**config.mk**
```make
export PLATFORM = sky130hd
export DESIGN_NAME = uart_core
export DESIGN_NICKNAME = d
export VERILOG_FILES = /design/src/rtl/uart_core_pkg.sv /design/src/rtl/uart_core_sync_fifo.sv /design/src/rtl/uart_core.sv
export SDC_FILE = /design/constraint.sdc
export NUM_CORES = 1
export LEC_CHECK = 0
export CAP_MARGIN = 25
export CORE_MARGIN = 2
export CORE_UTILIZATION = 60
export CTS_CLUSTER_SIZE = 20
export DETAILED_ROUTE_END_ITERATION = 10
export PLACE_DENSITY = 0.78
export SETUP_SLACK_MARGIN = 0.05
export SYNTH_ARGS = -nofsm -noshare
export SYNTH_HDL_FRONTEND = slang
export SYNTH_SLANG_ARGS = --single-unit
```
**constraint.sdc**
```tcl
create_clock -name clk -period 3.11 [get_ports clk]
set_clock_uncertainty 0.15 [all_clocks]
set_input_delay 0.311 -clock clk [delete_from_list [all_inputs] [get_ports clk]]
set_output_delay 0.311 -clock clk [all_outputs]
set_load 0.01 [all_outputs]
```
**src/rtl/uart_core_pkg.sv**
```systemverilog
// uart_core_pkg: shared constants, FSM state encoding and baud divider helper
package uart_core_pkg;
  localparam int PARITY_NONE = 0;
  localparam int PARITY_ODD = 1;
  localparam int PARITY_EVEN = 2;
  typedef enum logic [2:0] {S_IDLE, S_START, S_DATA, S_PARITY, S_STOP} state_t;
  function automatic int calc_div(longint clk_freq, longint baud, longint os);
    longint d;
    d = (2 * clk_freq + baud * os) / (2 * baud * os);
    return d < 1 ? 1 : int'(d);
  endfunction
endpackage

```
**src/rtl/uart_core_sync_fifo.sv**
```systemverilog
// sync_fifo: synchronous first-word fall-through FIFO with occupancy count
module sync_fifo #(
  parameter int WIDTH = 8,
  parameter int AW = 4
) (
  input  logic             clk,
  input  logic             rst,
  input  logic             push,
  input  logic [WIDTH-1:0] din,
  input  logic             pop,
  output logic [WIDTH-1:0] dout,
  output logic             full,
  output logic             empty,
  output logic [AW:0]      count
);
  logic [WIDTH-1:0] mem [2**AW];
  logic [AW-1:0] wptr, rptr;
  logic wr, rd;
  assign full = count == (AW+1)'(2**AW);
  assign empty = count == '0;
  assign wr = push && !full;
  assign rd = pop && !empty;
  assign dout = mem[rptr];
  always_ff @(posedge clk) begin
    if (rst) begin
      wptr <= '0;
      rptr <= '0;
      count <= '0;
    end else begin
      wptr <= wptr + AW'(wr);
      rptr <= rptr + AW'(rd);
      count <= count + (AW+1)'(wr) - (AW+1)'(rd);
    end
  end
  always_ff @(posedge clk)
    if (wr) mem[wptr] <= din;
endmodule

```
**src/rtl/uart_core.sv**
```systemverilog
// uart_core: parametrised full-duplex UART with RX/TX FIFOs and per-byte error flags
module uart_core
  import uart_core_pkg::*;
#(
  parameter int CLK_FREQ = 100000000,
  parameter int BAUD = 115200,
  parameter int OVERSAMPLE = 16,
  parameter int DATA_BITS = 8,
  parameter int PARITY = 0,
  parameter int STOP_BITS = 1,
  parameter int FIFO_AW = 4
) (
  input  logic                 clk,
  input  logic                 rst,
  input  logic                 rxd,
  output logic                 txd,
  input  logic [DATA_BITS-1:0] tx_data,
  input  logic                 tx_valid,
  output logic                 tx_ready,
  output logic [DATA_BITS-1:0] rx_data,
  output logic                 rx_parity_err,
  output logic                 rx_frame_err,
  output logic                 rx_valid,
  input  logic                 rx_ready,
  output logic                 rx_overrun,
  input  logic                 err_clear,
  output logic                 tx_busy,
  output logic [FIFO_AW:0]     tx_count,
  output logic [FIFO_AW:0]     rx_count
);
  localparam int DIV = calc_div(CLK_FREQ, BAUD, OVERSAMPLE);
  localparam int CW = DIV > 1 ? $clog2(DIV) : 1;
  localparam int TW = $clog2(OVERSAMPLE);
  localparam int BW = $clog2(DATA_BITS);
  localparam logic ODD = PARITY == PARITY_ODD;
  localparam bit HAS_PAR = PARITY != PARITY_NONE;
  logic [CW-1:0] div_cnt;
  logic tick;
  assign tick = div_cnt == CW'(DIV - 1);
  always_ff @(posedge clk)
    div_cnt <= rst || tick ? '0 : div_cnt + 1'b1;
  // rs2 is the synchronized line, rs3 its previous value for edge detection
  logic rs1, rs2, rs3;
  always_ff @(posedge clk)
    {rs1, rs2, rs3} <= rst ? 3'b111 : {rxd, rs1, rs2};
  state_t rx_state, rx_state_n;
  logic [TW-1:0] rx_tc, rx_tc_n;
  logic [BW-1:0] rx_bc, rx_bc_n;
  logic [DATA_BITS-1:0] rx_sh, rx_sh_n;
  logic rx_perr, rx_perr_n, rx_ferr, rx_ferr_n, rx_push, rx_push_n, rx_sample;
  assign rx_sample = tick && rx_tc == (rx_state == S_START ? TW'(OVERSAMPLE/2 - 1) : TW'(OVERSAMPLE - 1));
  always_ff @(posedge clk) begin
    if (rst) begin
      rx_state <= S_IDLE;
      rx_tc <= '0;
      rx_bc <= '0;
      rx_sh <= '0;
      rx_perr <= 1'b0;
      rx_ferr <= 1'b0;
      rx_push <= 1'b0;
    end else begin
      rx_state <= rx_state_n;
      rx_tc <= rx_tc_n;
      rx_bc <= rx_bc_n;
      rx_sh <= rx_sh_n;
      rx_perr <= rx_perr_n;
      rx_ferr <= rx_ferr_n;
      rx_push <= rx_push_n;
    end
  end
  always_comb begin
    rx_state_n = rx_state;
    rx_tc_n = rx_sample ? '0 : tick ? rx_tc + 1'b1 : rx_tc;
    rx_bc_n = rx_bc;
    rx_sh_n = rx_sh;
    rx_perr_n = rx_perr;
    rx_ferr_n = rx_ferr;
    rx_push_n = 1'b0;
    case (rx_state)
      S_IDLE: if (rs3 && !rs2) begin
        rx_state_n = S_START;
        rx_tc_n = '0;
      end
      S_START: if (rx_sample) begin
        rx_state_n = rs2 ? S_IDLE : S_DATA;
        rx_bc_n = '0;
        rx_perr_n = 1'b0;
      end
      S_DATA: if (rx_sample) begin
        rx_sh_n = {rs2, rx_sh[DATA_BITS-1:1]};
        rx_bc_n = rx_bc + 1'b1;
        if (rx_bc == BW'(DATA_BITS - 1)) rx_state_n = HAS_PAR ? S_PARITY : S_STOP;
      end
      S_PARITY: if (rx_sample) begin
        rx_perr_n = rs2 != (^rx_sh ^ ODD);
        rx_state_n = S_STOP;
      end
      S_STOP: if (rx_sample) begin
        rx_ferr_n = !rs2;
        rx_push_n = 1'b1;
        rx_state_n = S_IDLE;
      end
      default: rx_state_n = S_IDLE;
    endcase
  end
  logic rx_full, rx_empty;
  sync_fifo #(.WIDTH(DATA_BITS + 2), .AW(FIFO_AW)) u_rx_fifo (
    .clk(clk), .rst(rst), .push(rx_push), .din({rx_perr, rx_ferr, rx_sh}), .pop(rx_ready),
    .dout({rx_parity_err, rx_frame_err, rx_data}), .full(rx_full), .empty(rx_empty), .count(rx_count)
  );
  assign rx_valid = !rx_empty;
  always_ff @(posedge clk)
    if (rst || err_clear) rx_overrun <= 1'b0;
    else if (rx_push && rx_full) rx_overrun <= 1'b1;
  state_t tx_state, tx_state_n;
  logic [TW-1:0] tx_tc, tx_tc_n;
  logic [BW-1:0] tx_bc, tx_bc_n;
  logic [DATA_BITS-1:0] tx_sh, tx_sh_n, tx_head;
  logic tx_par, tx_par_n, txd_n, tx_end, tx_load, tx_full, tx_empty;
  assign tx_end = tick && tx_tc == TW'(OVERSAMPLE - 1);
  // next frame starts straight out of the last stop bit, so queued bytes leave no gap
  assign tx_load = !tx_empty && tick &&
    (tx_state == S_IDLE || (tx_state == S_STOP && tx_end && tx_bc == BW'(STOP_BITS - 1)));
  always_ff @(posedge clk) begin
    if (rst) begin
      tx_state <= S_IDLE;
      tx_tc <= '0;
      tx_bc <= '0;
      tx_sh <= '0;
      tx_par <= 1'b0;
      txd <= 1'b1;
    end else begin
      tx_state <= tx_state_n;
      tx_tc <= tx_tc_n;
      tx_bc <= tx_bc_n;
      tx_sh <= tx_sh_n;
      tx_par <= tx_par_n;
      txd <= txd_n;
    end
  end
  always_comb begin
    tx_state_n = tx_state;
    tx_tc_n = tx_end ? '0 : tick ? tx_tc + 1'b1 : tx_tc;
    tx_bc_n = tx_bc;
    tx_sh_n = tx_sh;
    tx_par_n = tx_par;
    txd_n = txd;
    case (tx_state)
      S_IDLE: txd_n = 1'b1;
      S_START: if (tx_end) begin
        tx_state_n = S_DATA;
        tx_bc_n = '0;
        txd_n = tx_sh[0];
      end
      S_DATA: if (tx_end) begin
        tx_sh_n = tx_sh >> 1;
        tx_bc_n = tx_bc + 1'b1;
        txd_n = tx_sh[1];
        if (tx_bc == BW'(DATA_BITS - 1)) begin
          tx_bc_n = '0;
          tx_state_n = HAS_PAR ? S_PARITY : S_STOP;
          txd_n = HAS_PAR ? tx_par : 1'b1;
        end
      end
      S_PARITY: if (tx_end) begin
        tx_state_n = S_STOP;
        tx_bc_n = '0;
        txd_n = 1'b1;
      end
      S_STOP: if (tx_end) begin
        tx_bc_n = tx_bc + 1'b1;
        if (tx_bc == BW'(STOP_BITS - 1)) tx_state_n = S_IDLE;
      end
      default: tx_state_n = S_IDLE;
    endcase
    if (tx_load) begin
      tx_state_n = S_START;
      tx_tc_n = '0;
      tx_sh_n = tx_head;
      tx_par_n = ^tx_head ^ ODD;
      txd_n = 1'b0;
    end
  end
  sync_fifo #(.WIDTH(DATA_BITS), .AW(FIFO_AW)) u_tx_fifo (
    .clk(clk), .rst(rst), .push(tx_valid), .din(tx_data), .pop(tx_load),
    .dout(tx_head), .full(tx_full), .empty(tx_empty), .count(tx_count)
  );
  assign tx_ready = !tx_full;
  assign tx_busy = !tx_empty || tx_state != S_IDLE;
endmodule
```
---- After elaboration in Yosys (flattened, before gate mapping) ----
Memories as Yosys holds them, arrays and structs flattened. A register that Yosys moved wholly into a read port is not among the register bits.
Cells that the tools add are included.
storage, ports and cells
  output and inout bits ................... 25
  bits in registers ....................... 76
  memories kept ........................... 2
  bits in read-only memories .............. 0
  latch bits .............................. 0
  bits in writable memories ............... 288
  input port bits ......................... 14
  logic and storage cells ................. 172
operators by class
  div/mod/pow operators ................... 0
  bitwise gates (word level) .............. 2
  magnitude comparators ................... 0
  add/sub/neg operators ................... 13
  shift operators ......................... 0
  equality and inequality tests ........... 36
  multiply operators ...................... 0
  multiplexer cells ....................... 47
  reduce and logical (&&, ||, !) cells .... 48
memories
  memory         words  bits a word  rd ports  clocked after memory_dff  write ports  RTL line                   text
  u_rx_fifo.mem  16     10           1         1                         1            uart_core_sync_fifo.sv:16  logic [WIDTH-1:0] mem [2**AW];
  u_tx_fifo.mem  16     8            1         1                         1            uart_core_sync_fifo.sv:16
operator list
  operator                                                                 number
  3-bit two-way mux                                                        17
  3-bit one-hot mux with 5 select lines                                    2
  4-bit two-way mux                                                        7
  8-bit two-way mux                                                        3
  2-bit inequality test, second input constant                             11
  4-bit by 1-bit adder with 4-bit output                                   4
  3-bit by 2-bit inequality test with 1-bit output, second input constant  5
  7-bit AND reduction                                                      2
  1-bit two-way mux                                                        13
  3-bit by 2-bit equality test with 1-bit output, second input constant    4
  3-bit equality test, second input constant                               4
  1-bit logical AND                                                        12
  5-bit by 1-bit adder with 5-bit output                                   2
  5-bit equality test, second input constant                               2
  5-bit logical NOT                                                        2
  5-bit by 1-bit subtractor with 5-bit output                              2
  3-bit logical NOT                                                        3
  3-bit one-hot mux with 3 select lines                                    1
  4-bit by 1-bit adder with 4-bit output, second input constant            2
  4-bit AND reduction                                                      2
  2-bit nonzero test                                                       4
  8-bit parity                                                             1
  3-bit by 1-bit adder with 3-bit output, second input constant            2
  6-bit by 1-bit adder with 6-bit output, second input constant            1
  21 further kinds                                                         38

---- Depth between registers and ports, before layout ----
Gate-level depths: netlist of the first run.
  word-level depth ........................ 9
  mapped depth ............................ 14
  gate-level depth less buffers ........... 14

---- By module ----
A second synthesis of the first run with hierarchy kept.
second synthesis, totals
  cells, all modules ...................... 977
  area, all modules ....................... 15108.2 sq um
modules (own cells, without submodules)
  module                 area each (sq um)  cells an instance  instances
  sync_fifo (u_rx_fifo)  6887.9             379                1
  sync_fifo (u_tx_fifo)  5781.8             323                1
  uart_core              2438.6             275                1

---- Worst setup path before layout of the first run ----
No wires, ideal clock.
  kind .................................... register to register
  from .................................... register u_rx_fifo.count[3]
  to ...................................... register u_rx_fifo.count[4]
  arrival time ............................ 2.779 ns
  required time ........................... 2.889 ns
  period minus slack after synthesis ...... 2.999 ns
  stages on the path, launching flop included .. 15
  slack ................................... 0.111 ns
  path through ............................ dfxtp_1 inv_1 ha_1 or4b_2 and2_1 ha_1 inv_1 ha_1 inv_1 fa_1 inv_1 a21oi_1 nor2_1 or3_1 a21oi_1
on the way
  elaborated cells between the ends (all ways) .. 8
  classes of those cells .................. 2 x add/sub; 1 x eq/ne; 5 x reduce/logical
RTL lines
  item                                         RTL line                   text
  from (decl)                                  uart_core_sync_fifo.sv:14  output logic [AW:0] count
  from (signal assigned)                       uart_core_sync_fifo.sv:32  count <= count + (AW+1)'(wr) - (AW+1)'(rd);
  5-bit logical NOT                            uart_core_sync_fifo.sv:20  assign empty = count == '0;
  1-bit logical NOT                            --
  net rx_valid                                 uart_core.sv:23            output logic rx_valid,
  1-bit logical AND                            uart_core_sync_fifo.sv:22  assign rd = pop && !empty;
  5-bit by 1-bit subtractor with 5-bit output  uart_core_sync_fifo.sv:32
The timed path passes the listed nets, and every way through them passes these cells.
A chain may end at the register's enable or synchronous reset.

---- Worst setup path after layout of the first run ----
  from .................................... register tx_tc[0]
  to ...................................... register u_tx_fifo.count[4]
on the way
  longest elaborated chain between the ends .. 8
RTL lines
  item                                         RTL line                   text
  from (decl)                                  uart_core.sv:116           logic [TW-1:0] tx_tc, tx_tc_n;
  from (signal assigned)                       uart_core.sv:134           tx_tc <= tx_tc_n;
  4-bit equality test                          uart_core.sv:120           assign tx_end = tick && tx_tc == TW'(OVERSAMPLE - 1);
  1-bit logical AND                            uart_core.sv:120
  1-bit logical AND (2 in a row)               uart_core.sv:123           (tx_state == S_IDLE || (tx_state == S_STOP && tx_end && tx_bc == BW'(STOP_BITS - 1)));
  1-bit logical OR                             uart_core.sv:123
  1-bit logical AND                            uart_core.sv:122           assign tx_load = !tx_empty && tick &&
  1-bit logical AND                            uart_core_sync_fifo.sv:22
  5-bit by 1-bit subtractor with 5-bit output  uart_core_sync_fifo.sv:32
  to (signal assigned)                         uart_core_sync_fifo.sv:32
  to (decl)                                    uart_core_sync_fifo.sv:14
No other way between the ends.

==> summary.txt, run 1 <==
Synth
  – Sequential-to-total area share from yosys stat: 69.23%
  – Yosys warning count: 0
  – Post-synth top area share: 58.87%
  – Mapped Nets: 897
  – Synthesized area per cell: 17.22 um^2
  – Post-synth top area cell: edfxtp_1
  – Cells after Synth: 853
  – FF+latch count, synth: 364
  – Post-synth EDFFs: 288
  – Top cells by area, synth: edfxtp_1, mux4_2, dfxtp_1
  – Mapped cell area: 0.01469 mm^2
  – Share of synthesized registers carrying an async set or reset: 0%
  – Most common flop cell mapped by yosys: edfxtp_1
  – Yosys cell types: 59

Drt
  – Via density: 6.092
  – Via count: 7986
  – Drt drc: 0
  – Initial DRC Count: 710
  – 1st-pass router iterations: 5
  – Final ANT Viol Nets: 0
  – WL/cell: 23.57 um
  – WL final: 30900 um

Worst hold path
  – Worst hold path stage count: 2
  – Hold crit path type: in2reg

Setup path
  – Setup crit end kind: register
  – FF-to-FF path depth: 13
  – Worst-path maximum fanout: 4
  – Worst Setup Path Type: reg2reg
  – Critical path arrival: 3280 ps
  – Worst Path Required: 3390 ps
  – Setup crit start kind: register

Final layout
  – Antenna Cells: 0
  – Share of cells above drive strength 1: 24.32%
  – Final net count: 1003
  – Sequential cell area: 0.01018 mm^2
  – Fill cells: 1469
  – Commonest non-fill, non-tap cell in the layout: edfxtp_1
  – Multi-input logic area: 0.004320 mm^2
  – Post-layout instance area: 0.01721 mm^2
  – Most frequent cells in the layout: edfxtp_1, mux4_2, dfxtp_1
  – Area delta synth->final: 17.12%

STA
  – Tcrit/Tclk final: 96.25%
  – Worst-margin pin slew: 799.3 ps
  – Normalized max-slew margin: 46.64%
  – # setup viols final: 0
  – Fmax: 0.3341 GHz
  – Post-layout min period: 2994 ps
  – Max-slew violation count: 0
  – RSZ-0062 raised after global routing: true
  – Fin. Hold Viols: 0
  – Hold WS: 188.3 ps
  – Setup TNS: 0 ps

Die
  – Starting Density: 60.76%
  – Die area: 0.02575 mm^2
  – Chip height: 160.5 um
  – Io pins: 39
  – Core Area: 0.02418 mm^2
  – Die width: 160.5 um
  – # rows: 57

Clock tree
  – # hold bufs at CTS: 0
  – Htree depth: 2
  – Clock transition at path regs: 60 ps
  – CTS Buffer Depth: 3
  – Worst-skew pair later-pin latency: 520 ps
  – CTS Root Buffer Type: clkbuf_16
  – Cts bufs inserted: 37
  – Clock Sinks: 364
  – CTS tree: built

Global routing
  – GRT overflow: 0
  – Largest net degree at the start of global routing: 40
  – First-pass GRT wire length: 47770 um
  – GR Util All Layers: 24.75%
  – Vias in the first global route: 8070
  – Initial antenna violation count: 0

Pwr
  – Pwr/cell area: 681.5 mW/mm^2
  – Maximum vdd drop: 0.5539 mV
  – Leak: 5.807 nW

Flow run
  – MaxCap Viol Count: 0

Run status
  – Status: completed

Place
  – GP Congestion: 0.7903
  – Post-DP HPWL: 19100 um
  – IO Port Bufs: 38
  – Placed inst area: 0.01581 mm^2
report_power, final:
| part | internal, mW | switching, mW | leakage [nW] |
|---|---|---|---|
| registers | 5.33 | 0.0832 | 3.26 |
| clock network | 2.66 | 1.74 | 0.597 |
| logic | 1.05 | 0.866 | 1.95 |
worst max-delay path, stage by stage, from the launching register on:
cell and delay, ps:
dfxtp_4 370, ha_4 150, nand3_4 90, o31a_1 360, nor4_4 240, buf_4 190
ha_4 130, inv_2 40, ha_4 160, fa_2 370, a21oi_2 140, nor2_1 60
or3_1 360, a21oi_1 120
state kept, by name (all words and copies together), names as in the netlist, 5 cells and up:
signal,count
u_rx_fifo.mem,160
u_tx_fifo.mem,128
rx_sh,8
tx_sh,8
div_cnt,6
u_rx_fifo.count,5
u_tx_fifo.count,5
through the flow:
step / worst slack, ps / total power [mW] / util, % / std cells
after floorplan: 110.8 / 6.629 / - / 853
after global placement: 121.2 / 7.290 / 65.41 / 1238
after detailed placement: 15.41 / 7.311 / 65.41 / 1238
after CTS: -5.023 / 11.74 / 70.65 / 1307
after global routing: 3.251 / 12.15 / 71.16 / 1311
final: 116.5 / 11.73 / 71.16 / 1311
per-layer routing:
metal | global-route usage [%] | wire length, um | vias up
met5 | 0 | 0 | -
met4 | 6.962 | 694 | 0
met3 | 5.062 | 1983 | 52
met2 | 41.22 | 15710 | 272
met1 | 33.75 | 12510 | 4130
li1 | - | - | 3532
path summary, 6_finish.rpt:
check / startpoint / end / slack (ps)
setup / recovery: tx_tc[0]$_SDFFE_PP0N_ / u_tx_fifo.count[4]$_SDFF_PP0_ / 120
hold / removal: err_clear / rx_overrun$_SDFFE_PP0P_ / 190
setup reg to reg: tx_tc[0]$_SDFFE_PP0N_ / u_tx_fifo.count[4]$_SDFF_PP0_ / 120
hold reg to reg: rs1$_SDFF_PP1_ / rs2$_SDFF_PP1_ / 290
area by class of cell:
type	count	area share (%)
clock inverter	13	0.8290
multi-input combinational	424	25.11
tap	324	2.356
timing repair buffer	111	5.774
clock buffer	54	6.283
sequential	364	59.19
inverter	21	0.4581
cell usage after synthesis, types with 8 or more instances:
| library cell | number |
|---|---|
| ha_1 | 28 |
| nand2_1 | 19 |
| nor2_1 | 70 |
| xnor2_1 | 19 |
| buf_2 | 13 |
| xor2_1 | 11 |
| mux2i_1 | 17 |
| edfxtp_1 | 288 |
| nand2b_1 | 8 |
| clkbuf_1 | 18 |
| inv_1 | 21 |
| dfxtp_1 | 76 |
| nor3_1 | 21 |
| nand3_1 | 14 |
| mux4_2 | 82 |
| nand3b_1 | 9 |
| o21ai_0 | 11 |
| nor2b_1 | 14 |
| a21oi_1 | 17 |
logic make-up (layout without fill, tap and decap cells):
group / after synthesis / in the layout / share of synthesized area, %
AOI/OAI and AO/OA: 66 / 66 / 2.981
xor gates and xnor gates: 31 / 31 / 1.942
adders and majority gates: 30 / 30 / 2.657
buffers and inverters: 65 / 199 / 1.993
DFF: 364 / 364 / 69.23
muxes: 101 / 101 / 13.88
and+or+nand+nor: 196 / 196 / 7.316
timing repair:
item	CTS	global route
cloned	1	0
resized for setup	13	20
setup buffers	1	4
pin swaps	0	9
endpoints found under the setup margin	11	2
No activity file was read; power rests on OpenSTA's default activity.
==> run 2, diff against run 1 <==
--- a/config.mk
+++ b/config.mk
@@ -8,6 +8,7 @@
 export CAP_MARGIN = 25
 export CORE_MARGIN = 2
 export CORE_UTILIZATION = 60
+export CTS_CLUSTER_DIAMETER = 40
 export CTS_CLUSTER_SIZE = 20
 export DETAILED_ROUTE_END_ITERATION = 10
 export PLACE_DENSITY = 0.78
==> run 2 against run 1 <==
  * Global-route usage rose by 0.17 points
  * Register-to-register slack about the same
  * Die area unchanged
  * Clock-buffer cell count is 10 lower
  * Via count grew 0.59%
  * Fmax about the same
  * Non-clock buffer count fell by 2
  * Combinational power decreased by 4%
  * Worst setup slack better by 1.8 ps
  * Sequential power barely moved
  * Sequential share of layout area is 0.28 points lower
  * Utilization up 0.28 points
  * Largest power group unchanged
  * Highest routed layer unchanged
==> summary.txt, run 2 (synthesized netlist as in run 1, its figures left out) <==
Run status
  – Status: completed

STA
  – Hold WS: 174.8 ps (-13.48 ps)
  – Fmax: 0.3343 GHz (about the same)
  – # setup viols final: 0 (unchanged)
  – Fin. Hold Viols: 0 (unchanged)
  – Normalized max-slew margin: 48.85% (+2.2 points)
  – Tcrit/Tclk final: 96.20% (about the same)
  – Post-layout min period: 2992 ps (-1.804 ps)
  – Worst-margin pin slew: 767.3 ps (-32.04 ps)
  – Max-slew violation count: 0 (unchanged)

Final layout
  – Biggest regs: u_rx_fifo.mem (160), u_tx_fifo.mem (128)
  – Most frequent cells in the layout: edfxtp_1, mux4_2, dfxtp_1
  – Sequential cell area: 0.01018 mm^2 (about the same)
  – Post-layout instance area: 0.01727 mm^2 (+0.40%)
  – Final net count: 1004 (+0.10%)
  – Multi-input logic area: 0.004284 mm^2 (-0.84%)
  – Share of cells above drive strength 1: 26.31% (+2.0 points)
  – Largest Register: u_rx_fifo.mem
  – Largest register FFs: 160 (unchanged)
  – Area delta synth->final: 17.59%
  – Fin cells: 1316 (+0.38%)
  – Antenna Cells: 0 (unchanged)
  – Commonest non-fill, non-tap cell in the layout: edfxtp_1
  – Fill cells: 1454 (-1.0%)
  – Post-layout util: 71.45% (+0.28 points)

Setup path
  – Worst-path maximum fanout: 4 (unchanged)
  – Critical R2R Capture: u_tx_fifo.count[4]$_SDFF_PP0_
  – Setup crit start kind: register
  – Critical path arrival: 3280 ps (about the same)
  – FF-to-FF path depth: 13 (unchanged)
  – Worst r2r src: div_cnt[0]$_SDFF_PP0_
  – Worst Setup Path Type: reg2reg
  – Worst Path Required: 3390 ps (about the same)
  – R2R setup slack: 120 ps (about the same)
  – Setup crit end kind: register

Place
  – Placed Cells: 1238 (unchanged)
  – Placed inst area: 0.01581 mm^2 (unchanged)
  – IO Port Bufs: 38 (unchanged)
  – Post-DP HPWL: 19100 um (unchanged)
  – GP Congestion: 0.7903 (unchanged)

Pwr
  – Power after layout: 12.07 mW (+2.9%)
  – Maximum vdd drop: 0.6214 mV (+12%)
  – Leak: 5.860 nW (+0.91%)
  – Pwr/cell area: 698.5 mW/mm^2 (+2.5%)

Worst hold path
  – Hold worst-path end: rx_overrun$_SDFFE_PP0P_
  – Worst hold path stage count: 2 (unchanged)
  – Hold crit path type: in2reg
  – Hold_sp: err_clear

Global routing
  – Initial antenna violation count: 0 (unchanged)
  – Largest net degree at the start of global routing: 40 (unchanged)
  – Vias in the first global route: 8304 (+2.9%)
  – GR Util All Layers: 24.92% (+0.17 points)
  – GRT overflow: 0 (unchanged)
  – First-pass GRT wire length: 48180 um (+0.87%)

Clock tree
  – CTS Root Buffer Type: clkbuf_16
  – Worst-skew pair later-pin latency: 530 ps (about the same)
  – Cts bufs inserted: 40 (+8.1%)
  – CTS tree: built
  – CTS Buffer Depth: 3 (unchanged)
  – Clock transition at path regs: 60 ps (about the same)
  – Clock Sinks: 364 (unchanged)
  – Htree depth: 2 (unchanged)

Drt
  – Drt drc: 0 (unchanged)
  – Via density: 6.104 (+0.21%)
  – WL/cell: 23.59 um (+0.10%)
  – Final ANT Viol Nets: 0 (unchanged)
  – WL final: 31050 um (+0.48%)
  – 1st-pass router iterations: 5 (unchanged)
  – Via count: 8033 (+0.59%)
  – Initial DRC Count: 666 (-6.2%)

Die
  – Starting Density: 60.76% (unchanged)
  – Die width: 160.5 um (unchanged)
  – Core Area: 0.02418 mm^2 (unchanged)
  – # rows: 57 (unchanged)
  – Die area: 0.02575 mm^2 (unchanged)
  – Io pins: 39 (unchanged)
  – Chip height: 160.5 um (unchanged)

Flow run
  – MaxCap Viol Count: 0 (unchanged)
[run 2: worst max-delay path, cell delays in order, from the launching register on]
cell and delay, ps:
dfxtp_1 380, ha_1 170, and4b_2 300, nand2_8 70, nor4_4 240, buf_4 180, ha_1 130, inv_1 40
ha_2 200, fa_2 380, a21oi_2 130, nor2_1 50, or3_1 330, a21oi_1 140
[run 2: worst max path at each step]
stage	start	end	slack, ps	cells past startpoint
detailed placement	tx_tc[0]$_SDFFE_PP0N_	u_tx_fifo.count[4]$_SDFF_PP0_	20	13
global placement	u_tx_fifo.count[2]$_SDFF_PP0_	u_tx_fifo.count[4]$_SDFF_PP0_	120	14
global route	div_cnt[0]$_SDFF_PP0_	u_tx_fifo.count[4]$_SDFF_PP0_	-20	13
finish	div_cnt[0]$_SDFF_PP0_	u_tx_fifo.count[4]$_SDFF_PP0_	120	13
floorplan	u_rx_fifo.count[3]$_SDFF_PP0_	u_rx_fifo.count[4]$_SDFF_PP0_	110	14
CTS	u_rx_fifo.count[2]$_SDFF_PP0_	u_rx_fifo.count[4]$_SDFF_PP0_	60	14
[run 2: repair_timing]
action,4_1_cts,5_1_grt
resized for setup,14,13
hold buffers,0,0
pin swaps,1,2
endpoints found under the hold margin,0,0
setup endpoints to repair,11,2
buffers inserted,2,2
[run 2: stage by stage]
| stage | TNS (ps) | setup WS [ps] |
|---|---|---|
| CTS | 0 | 60.37 |
| finish | 0 | 118.3 |
| global placement | 0 | 121.2 |
| global route | -16.57 | -16.57 |
| floorplan | 0 | 110.8 |
| detailed placement | 0 | 15.41 |
[run 2: metal layers]
layer  share of wire [%]  track usage [%]  vias to the layer above
met1                  38            32.80                     4102
met3                 7.1            4.985                       61
met5                   0                0                        -
li1                    -                -                     3555
met4                 2.7            8.026                        0
met2                  52            42.36                      315
[run 2: report_power, final]
group	switching [mW]	total [mW]	internal (mW)
sequential	0.0799	5.41	5.33
clock	2.06	4.82	2.76
combinational	0.850	1.84	0.989
[run 2: area by class of cell]
type | instances | share of cell area [%]
Sequential cell | 364 | 58.91
Tap cell | 324 | 2.347
Inverter | 21 | 0.4563
Timing Repair Buffer | 109 | 5.476
Multi-Input combinational cell | 424 | 24.80
Clock inverter | 30 | 1.825
Clock buffer | 44 | 6.186
==> run 3, diff against run 2 <==
--- a/config.mk
+++ b/config.mk
@@ -5,6 +5,7 @@
 export SDC_FILE = /design/constraint.sdc
 export NUM_CORES = 1
 export LEC_CHECK = 0
+export ABC_AREA = 0
 export CAP_MARGIN = 25
 export CORE_MARGIN = 2
 export CORE_UTILIZATION = 60
==> results of run 3 <==
Final layout, timing and power as in run 2 (identical DEF).
